### src/rtl/adc_stream_pkg.sv
// Shared ADC sample-word definitions.
// Used by the ADC capture/packing logic, the stream FIFO and the readout path
// so that all of them agree on the sample word width.
package adc_stream_pkg;

  localparam int unsigned ADC_WORD_W = 32;

  typedef logic [ADC_WORD_W-1:0] adc_word_t;

endpackage : adc_stream_pkg

### src/rtl/adc_stream_fifo_mem.sv
// Register-array storage for adc_stream_fifo.
// DEPTH_WORDS x ADC_WORD_W words, synchronous write, asynchronous read.
// Contents are not reset.
//
// Ports:
//   clk      in   system clock, write on rising edge
//   wr_en    in   write strobe
//   wr_addr  in   write address
//   wr_data  in   word to store
//   rd_addr  in   read address
//   rd_data  out  word at rd_addr (combinational)
module adc_stream_fifo_mem
  import adc_stream_pkg::*;
#(
  parameter int unsigned DEPTH_WORDS = 8,
  localparam int unsigned ADDR_W     = $clog2(DEPTH_WORDS)
) (
  input  logic              clk,
  input  logic              wr_en,
  input  logic [ADDR_W-1:0] wr_addr,
  input  adc_word_t         wr_data,
  input  logic [ADDR_W-1:0] rd_addr,
  output adc_word_t         rd_data
);

  adc_word_t mem [DEPTH_WORDS];

  always_ff @(posedge clk) begin
    if (wr_en) begin
      mem[wr_addr] <= wr_data;
    end
  end

  assign rd_data = mem[rd_addr];

endmodule : adc_stream_fifo_mem

### src/rtl/adc_stream_fifo.sv
// Single-clock first-word-fall-through FIFO for 32-bit ADC sample words,
// between the ADC capture/packing logic and the register/bus readout path.
// Reports occupancy and a sticky overrun flag for pushes dropped while full.
//
// Optional feature: define ADC_STREAM_FIFO_DROP_COUNT_EN to add a saturating
// 16-bit count of dropped pushes (drop_count), cleared by overrun_clear.
//
// Ports:
//   clk             in   system clock, rising edge
//   rst             in   synchronous active-high reset
//   push_valid      in   producer offers push_data
//   push_data       in   sample word to write
//   push_ready      out  FIFO not full
//   pop_valid       out  FIFO not empty
//   pop_data        out  head word (valid when pop_valid)
//   pop_ready       in   consumer accepts head word
//   level_words     out  occupancy, 0..DEPTH_WORDS
//   overrun_sticky  out  set on dropped push, held until cleared
//   overrun_clear   in   strobe clearing overrun_sticky
//   drop_count      out  (optional) saturating dropped-push count
module adc_stream_fifo
  import adc_stream_pkg::*;
#(
  parameter int unsigned DEPTH_WORDS = 8,
  localparam int unsigned LEVEL_W    = $clog2(DEPTH_WORDS) + 1
) (
  input  logic               clk,
  input  logic               rst,
  input  logic               push_valid,
  input  adc_word_t          push_data,
  output logic               push_ready,
  output logic               pop_valid,
  output adc_word_t          pop_data,
  input  logic               pop_ready,
  output logic [LEVEL_W-1:0] level_words,
  output logic               overrun_sticky,
  input  logic               overrun_clear
`ifdef ADC_STREAM_FIFO_DROP_COUNT_EN
  ,
  output logic [15:0]        drop_count
`endif
);

  localparam int unsigned PTR_W = $clog2(DEPTH_WORDS);

  logic [PTR_W-1:0]   wr_ptr;
  logic [PTR_W-1:0]   rd_ptr;
  logic [LEVEL_W-1:0] count;
  logic               full;
  logic               empty;
  logic               wr_fire;
  logic               rd_fire;
  logic               drop;

  assign full        = (count == LEVEL_W'(DEPTH_WORDS));
  assign empty       = (count == '0);
  assign push_ready  = !full;
  assign pop_valid   = !empty;
  assign level_words = count;

  // No pass-through when full and no bypass when empty: both handshakes
  // depend only on registered occupancy.
  assign wr_fire = push_valid && push_ready;
  assign rd_fire = pop_valid && pop_ready;
  assign drop    = push_valid && !push_ready;

  adc_stream_fifo_mem #(
    .DEPTH_WORDS (DEPTH_WORDS)
  ) u_mem (
    .clk     (clk),
    .wr_en   (wr_fire && !rst),
    .wr_addr (wr_ptr),
    .wr_data (push_data),
    .rd_addr (rd_ptr),
    .rd_data (pop_data)
  );

  always_ff @(posedge clk) begin
    if (rst) begin
      wr_ptr         <= '0;
      rd_ptr         <= '0;
      count          <= '0;
      overrun_sticky <= 1'b0;
    end else begin
      if (wr_fire) begin
        wr_ptr <= wr_ptr + PTR_W'(1);
      end
      if (rd_fire) begin
        rd_ptr <= rd_ptr + PTR_W'(1);
      end
      case ({wr_fire, rd_fire})
        2'b10:   count <= count + LEVEL_W'(1);
        2'b01:   count <= count - LEVEL_W'(1);
        default: count <= count;
      endcase
      // A new overrun takes priority over a same-cycle clear.
      if (drop) begin
        overrun_sticky <= 1'b1;
      end else if (overrun_clear) begin
        overrun_sticky <= 1'b0;
      end
    end
  end

`ifdef ADC_STREAM_FIFO_DROP_COUNT_EN
  always_ff @(posedge clk) begin
    if (rst) begin
      drop_count <= '0;
    end else if (drop) begin
      // Clear and drop together restart the count at one.
      if (overrun_clear) begin
        drop_count <= 16'd1;
      end else if (drop_count != '1) begin
        drop_count <= drop_count + 16'd1;
      end
    end else if (overrun_clear) begin
      drop_count <= '0;
    end
  end
`endif

endmodule : adc_stream_fifo

### config.mk
export PLATFORM = sky130hd
export DESIGN_NAME = adc_stream_fifo
export DESIGN_NICKNAME = d
export VERILOG_FILES = /design/src/rtl/adc_stream_pkg.sv /design/src/rtl/adc_stream_fifo_mem.sv /design/src/rtl/adc_stream_fifo.sv
export SDC_FILE = /design/constraint.sdc
export NUM_CORES = 1
export LEC_CHECK = 0
export CAP_MARGIN = 20
export CORE_AREA = 2 2 106 185
export CTS_CLUSTER_DIAMETER = 30
export DETAILED_ROUTE_END_ITERATION = 10
export DIE_AREA = 0 0 108 187
export PLACE_DENSITY = 0.77
export SETUP_SLACK_MARGIN = 0.15
export SLEW_MARGIN = 5
export SYNTH_ARGS = -nofsm -noshare
export SYNTH_HDL_FRONTEND = slang
export SYNTH_SLANG_ARGS = --single-unit
export TNS_END_PERCENT = 20
### constraint.sdc
create_clock -name clk -period 13.7 [get_ports clk]
set_clock_uncertainty 0.15 [all_clocks]
set_input_delay 2.055 -clock clk [delete_from_list [all_inputs] [get_ports clk]]
set_output_delay 2.055 -clock clk [all_outputs]
set_load 0.02 [all_outputs]
==> run_results.csv, run 1 <==
group,metric,value,unit
status,status,"finished clean",
routing,drc,0,
die,chipWidth,108,um
synthesis,synth_area_leaders,"edfxtp_1 (73%), mux4_1 (10%), mux4_2 (5.2%)",
timing,clock.fmax,0.178,GHz
setup_path,r2r_slack,10.82,ns
synthesis,synth_seq_cells,270,
grt,antenna_found_initial,1,
synthesis,synth_top_cell_by_area,"edfxtp_1",
job,cap_violations,0,
placement,gp_congestion,0.710,
clock_tree,cts_setup_buffers,0,
synthesis,synth_warnings,0,
setup_path,crit_path_end_kind,"primary output",
layout,fin_nets,596,
clock_tree,clock-sinks,270,
clock_tree,clk_path_buf_depth,3,
grt,grt_max_degree,65,
synthesis,synth_area,10500,um^2
synthesis,synthesis.nets,495,
synthesis,muxShareOfSynthArea,0.189,
placement,dp_hpwl,10.9,mm
synthesis,syn_inst,453,
synthesis,avgSynthCellArea,23.2,um^2
routing,vias,4874,
layout,final_common_cell,"edfxtp_1",
die,rows,67,
timing,period_share,0.409,
die,dieArea,20200,um^2
layout,layout-drive-gt1-share,0.240,
routing,drt_iter0_markers,210,
synthesis,synth_top_family_by_area,"multiplexers",
routing,finalWirelength,19.7,mm
routing,ant_nets,0,
grt,track_usage,0.202,
timing,final-setup-viol-count,0,
layout,area_growth,20.2,%
synthesis,synth-compound-area-share,0.00453,
synthesis,synthAdderAreaFrac,0.00596,
power,p_comb_frac,0.206,
routing,avgViaCountPerCell,5.94,
synthesis,synthXorXnorAreaFrac,0.00584,
layout,postLayoutCellArea,12600,um^2
clock_tree,insertion_delay,0.54,ns
setup_path,r2r_end,"level_words[3]",
power,vdd_drop_max,159,uV
synthesis,synth_top_area_share,0.733,
power,pwr-share-clk,0.360,
setup_path,worstSetupPathType,"flop to primary output",
setup_path,worst_ep_required_time,11.49,ns
grt,grt_pass1_vias,5270,
timing,worst_slew_pin_slew,1.01,ns
clock_tree,tritoncts,"yes",
clock_tree,cts-hold-fix-buffers,0,
timing,min_period,5.61,ns
placement,place.port_buffers,75,
die,die_height,187,um
power,p_sw_frac,0.261,
die,start_util,0.556,
synthesis,yosysUniqueCellTypes,30,
setup_path,cp-start-kind,"flop",
power,p_switching,587,uW
grt,overflow,0,
routing,detailedRoute.firstPassIterationCount,4,
die,coreArea,18900,um^2
timing,maxSlewViolCount,0,
clock_tree,cts-root-buf,"clkbuf_16",
setup_path,crit_arrival,3.40,ns
setup_path,rr_startpoint,"level_words[1]",
power,powerDensity,179,nW/um^2
timing,maxSlewHeadroom,0.325,
setup_path,rr_worst_depth,7,
setup_path,crit_end,"pop_data[5]",
timing,setup_tns,0,ns
layout,final_cell_mix,"edfxtp_1 (256), clkdlybuf4s50_1 (75), mux4_1 (40)",
timing,rsz0062_at_grt,"false",
synthesis,synth_seq_area_share,0.760,
power,p_leak,0.00408,uW
synthesis,synth_simple_gate_area_share,0.0199,
clock_tree,cts_made_buffers,31,
timing,hold_viol,0,
placement,postPlaceCellArea,11600,um^2
die,ioPinCount,76,
setup_path,crit_fanout,36,
grt,grt_first_pass_wirelength,29.9,mm
power,p_int,1670,uW
clock_tree,cts.repair.resized,0,
clock_tree,clk_pin_slew,0.06,ns
clock_tree,htreeDepth,1,
power,pwr-share-seq,0.434,
worst_hold_path,worstHoldPathType,"flop to flop",
routing,wl_per_cell,24.0,um
stage by stage:
step | std cells | worst slack (ns) | hold slack [ns] | power [uW] | utilization
5_1_grt | 820 | 7.94 | 0.378 | 2330 | 0.669
4_1_cts | 819 | 7.99 | 0.328 | 2280 | 0.668
6_report | 820 | 8.09 | 0.326 | 2250 | 0.669
3_5_place_dp | 762 | 8.58 | 0.321 | 1460 | 0.613
3_3_place_gp | 762 | 8.68 | 0.314 | 1450 | 0.613
2_1_floorplan | 453 | 7.34 | 0.304 | 1310 | -
metal layers:
layer  track usage  up-vias  part of all wire
li1              -     2136                 -
met1         0.241     2541              0.36
met2         0.370      157              0.56
met3        0.0254       40             0.048
met4        0.0750        0             0.031
met5             0        -                 0
Yosys cell counts:
master / number
inv_1: 3
or4b_1: 1
buf_6: 7
mux4_2: 24
or3_1: 1
mux2i_1: 1
nor2_1: 15
buf_4: 1
or4_4: 1
ha_1: 5
mux2_2: 34
nor3_1: 4
nand3b_1: 1
clkbuf_1: 6
buf_2: 6
nand3_1: 5
nand2_8: 1
nor2b_1: 1
a21oi_1: 5
nand2_1: 6
dfxtp_1: 14
nor4b_1: 2
nor4_1: 1
buf_1: 2
xor2_1: 7
mux4_1: 40
edfxtp_1: 256
a41oi_1: 1
o21ai_0: 1
o41ai_1: 1
state kept, by name (all words and copies together), names as in the netlist, named ones only:
name	count
u_mem.mem	256
level_words	4
rd_ptr	3
overrun_sticky	1
wr_ptr	3
logic make-up (layout without fill, tap and decap cells):
| kind of cell | Yosys count | count (layout) |
|---|---|---|
| XOR/XNOR | 7 | 7 |
| other | 0 | 1 |
| buffers and inverters | 25 | 150 |
| adder cells (fa/ha/maj) | 5 | 5 |
| AO/OA/AOI/OAI | 8 | 8 |
| AND/OR/NAND/NOR | 39 | 39 |
| flip-flops | 270 | 270 |
| multiplexers | 99 | 99 |
worst min path at each step:
stage | to | slack, ns | startpoint | cells past startpoint
after global placement | flop | 0.31 | rd_ptr[1] | 2
after detailed placement | flop | 0.32 | rd_ptr[1] | 2
after CTS | flop | 0.33 | rd_ptr[1] | 2
after floorplan | flop | 0.30 | rd_ptr[1] | 2
after global routing | flop | 0.38 | rd_ptr[1] | 2
final | flop | 0.33 | rd_ptr[1] | 2
area by class of cell:
| cell class | instances | area (um^2) |
|---|---|---|
| inverters | 3 | 11.3 |
| flip-flops and latches | 270 | 7970 |
| clock buffers | 36 | 815 |
| multi-input cells | 158 | 2410 |
| diodes | 1 | 2.50 |
| fillers | 1194 | 6250 |
| clock inverters | 21 | 228 |
| well taps | 241 | 302 |
| repair buffers | 90 | 863 |
critical path, stage by stage, from the launching register on:
cell and delay [ns]:
dfxtp_4 0.69, buf_4 0.60, mux4_1 0.63, mux2_2 0.28, clkdlybuf4s50_1 0.62
power groups by stage:
| stage | combinational (uW) | sequential (uW) | clock, uW |
|---|---|---|---|
| 6_report | 463 | 979 | 811 |
| 5_1_grt | 493 | 985 | 854 |
| 4_1_cts | 471 | 980 | 824 |
| 3_5_place_dp | 466 | 997 | 0 |
| 3_3_place_gp | 455 | 994 | 0 |
| 2_1_floorplan | 328 | 979 | 0 |
Note: power is estimated with default switching activity, not from simulation.
==> run 2: changes to the inputs <==
CORE_AREA = 2 2 111 193   (was 2 2 106 185)
DIE_AREA = 0 0 113 195   (was 0 0 108 187)
PLACE_DENSITY = 0.74   (was 0.77)
clock period = 5.15 ns   (was 13.7 ns; I/O delays follow)
==> run_results.csv, run 2 (synthesis results as in run 1) <==
group,metric,value,unit
routing,avgViaCountPerCell,5.79,
clock_tree,clk_path_buf_depth,3,
clock_tree,cts-hold-fix-buffers,0,
die,rows,69,
routing,finalWirelength,19.4,mm
timing,maxSlewHeadroom,0.297,
layout,area_growth,20.9,%
status,status,"finished with violations",
layout,fin_nets,595,
timing,maxSlewViolCount,0,
clock_tree,tritoncts,"yes",
setup_path,rr_startpoint,"level_words[1]",
worst_hold_path,worstHoldStart,"rd_ptr[1]",
grt,overflow,0,
clock_tree,cts_made_buffers,31,
power,pwr-share-seq,0.435,
clock_tree,cts-root-buf,"clkbuf_16",
clock_tree,htreeDepth,1,
power,powerDensity,477,nW/um^2
routing,detailedRoute.firstPassIterationCount,7,
power,p_comb_frac,0.200,
clock_tree,cts.repair.resized,0,
routing,ant_nets,0,
setup_path,crit_path_end_kind,"primary output",
setup_path,worst_ep_required_time,4.23,ns
layout,largest-register,"u_mem.mem",
routing,drc,8,
timing,fin_ws,1.00,ns
timing,clock.fmax,0.241,GHz
job,cap_violations,0,
setup_path,cp-start-kind,"flop",
die,die_height,195,um
die,coreArea,20400,um^2
setup_path,crit_fanout,45,
timing,min_period,4.15,ns
power,pwr-share-clk,0.365,
placement,gp_congestion,0.696,
power,p_int,4480,uW
placement,place.port_buffers,75,
layout,postLayoutCellArea,12700,um^2
die,ioPinCount,76,
power,p_sw_frac,0.261,
layout,final_cell_mix,"edfxtp_1 (256), clkdlybuf4s50_1 (75), mux4_1 (40)",
timing,final-setup-viol-count,0,
routing,drt_iter0_markers,362,
routing,wl_per_cell,23.4,um
timing,worst_slew_pin_slew,1.05,ns
timing,rsz0062_at_grt,"false",
grt,antenna_found_initial,3,
routing,vias,4791,
power,p_leak,0.00409,uW
layout,layout-drive-gt1-share,0.241,
setup_path,worstSetupPathType,"flop to primary output",
layout,seq_area,7970,um^2
power,p_switching,1580,uW
power,vdd_drop_max,296,uV
grt,grt_first_pass_wirelength,29.5,mm
layout,largest_register_ffs,256,
timing,hold_viol,0,
worst_hold_path,worstHoldPathType,"flop to flop",
layout,final_common_cell,"edfxtp_1",
timing,period_share,0.805,
layout,multiInputGateArea,2420,um^2
die,dieArea,22000,um^2
placement,postPlaceCellArea,11600,um^2
layout,fill_cells,1371,
clock_tree,clock-sinks,270,
setup_path,crit_arrival,3.23,ns
grt,track_usage,0.178,
placement,dp_slack,1.54,ns
timing,setup_tns,0,ns
status,violations,"design-rule violations",
die,chipWidth,113,um
placement,dp_hpwl,10.9,mm
clock_tree,insertion_delay,0.54,ns
grt,grt_max_degree,65,
clock_tree,cts_setup_buffers,0,
grt,grt_pass1_vias,5176,
die,start_util,0.515,
clock_tree,clk_pin_slew,0.06,ns
==> run 2: cell types whose count changed in the layout (fill, tap and decap cells not counted), sizes merged <==
cell / previous run / this run
buf: 15 / 14
bufinv: 2 / 3
clkbuf: 36 / 33
clkinv: 12 / 8
clkinvlp: 2 / 3
diode: 1 / 3
inv: 8 / 13
==> run 2: area by class of cell <==
class,instances,share of cell area
antenna,3,0.000592
multi-input combinational,158,0.191
sequential,270,0.629
inverter,3,0.000888
timing repair buffer,89,0.0695
clock buffer,33,0.0618
tap,248,0.0245
clock inverter,24,0.0227
==> run 2: power by group through the flow <==
stage / logic [uW] / clock network (uW) / registers [uW]
floorplan: 875 / 0 / 2600
global placement: 1200 / 0 / 2670
detailed placement: 1220 / 0 / 2680
CTS: 1230 / 2240 / 2640
global route: 1280 / 2330 / 2650
finish: 1210 / 2210 / 2630
==> run 2: metal layers <==
metal / global-route usage / wire length, um
met5: 0 / 0
met4: 0.0569 / 356
met3: 0.0289 / 769
met2: 0.327 / 10900
met1: 0.211 / 7360
==> run 2: stage by stage <==
step | hold slack [ns] | power [uW] | util | std cells
2_1_floorplan | 0.304 | 3480 | - | 453
3_3_place_gp | 0.303 | 3870 | 0.569 | 768
3_5_place_dp | 0.317 | 3900 | 0.569 | 768
4_1_cts | 0.326 | 6100 | 0.622 | 825
5_1_grt | 0.351 | 6250 | 0.622 | 827
6_report | 0.323 | 6050 | 0.622 | 828
==> run 2: worst max-delay path: stages, from the launching register on <==
cell and delay [ns]:
dfxtp_4 0.87, buf_4 0.38, mux4_1 0.58, mux2_2 0.27, clkdlybuf4s50_1 0.55
==> run 2: final timing paths <==
kind                                       end  slack [ns]  depth (start not counted)
worst min-delay path                      flop        0.32                          2
worst min register to register            flop        0.32                          2
worst max-delay path              pop_data[31]        1.00                          4
worst max register to register  level_words[3]        2.25                          7
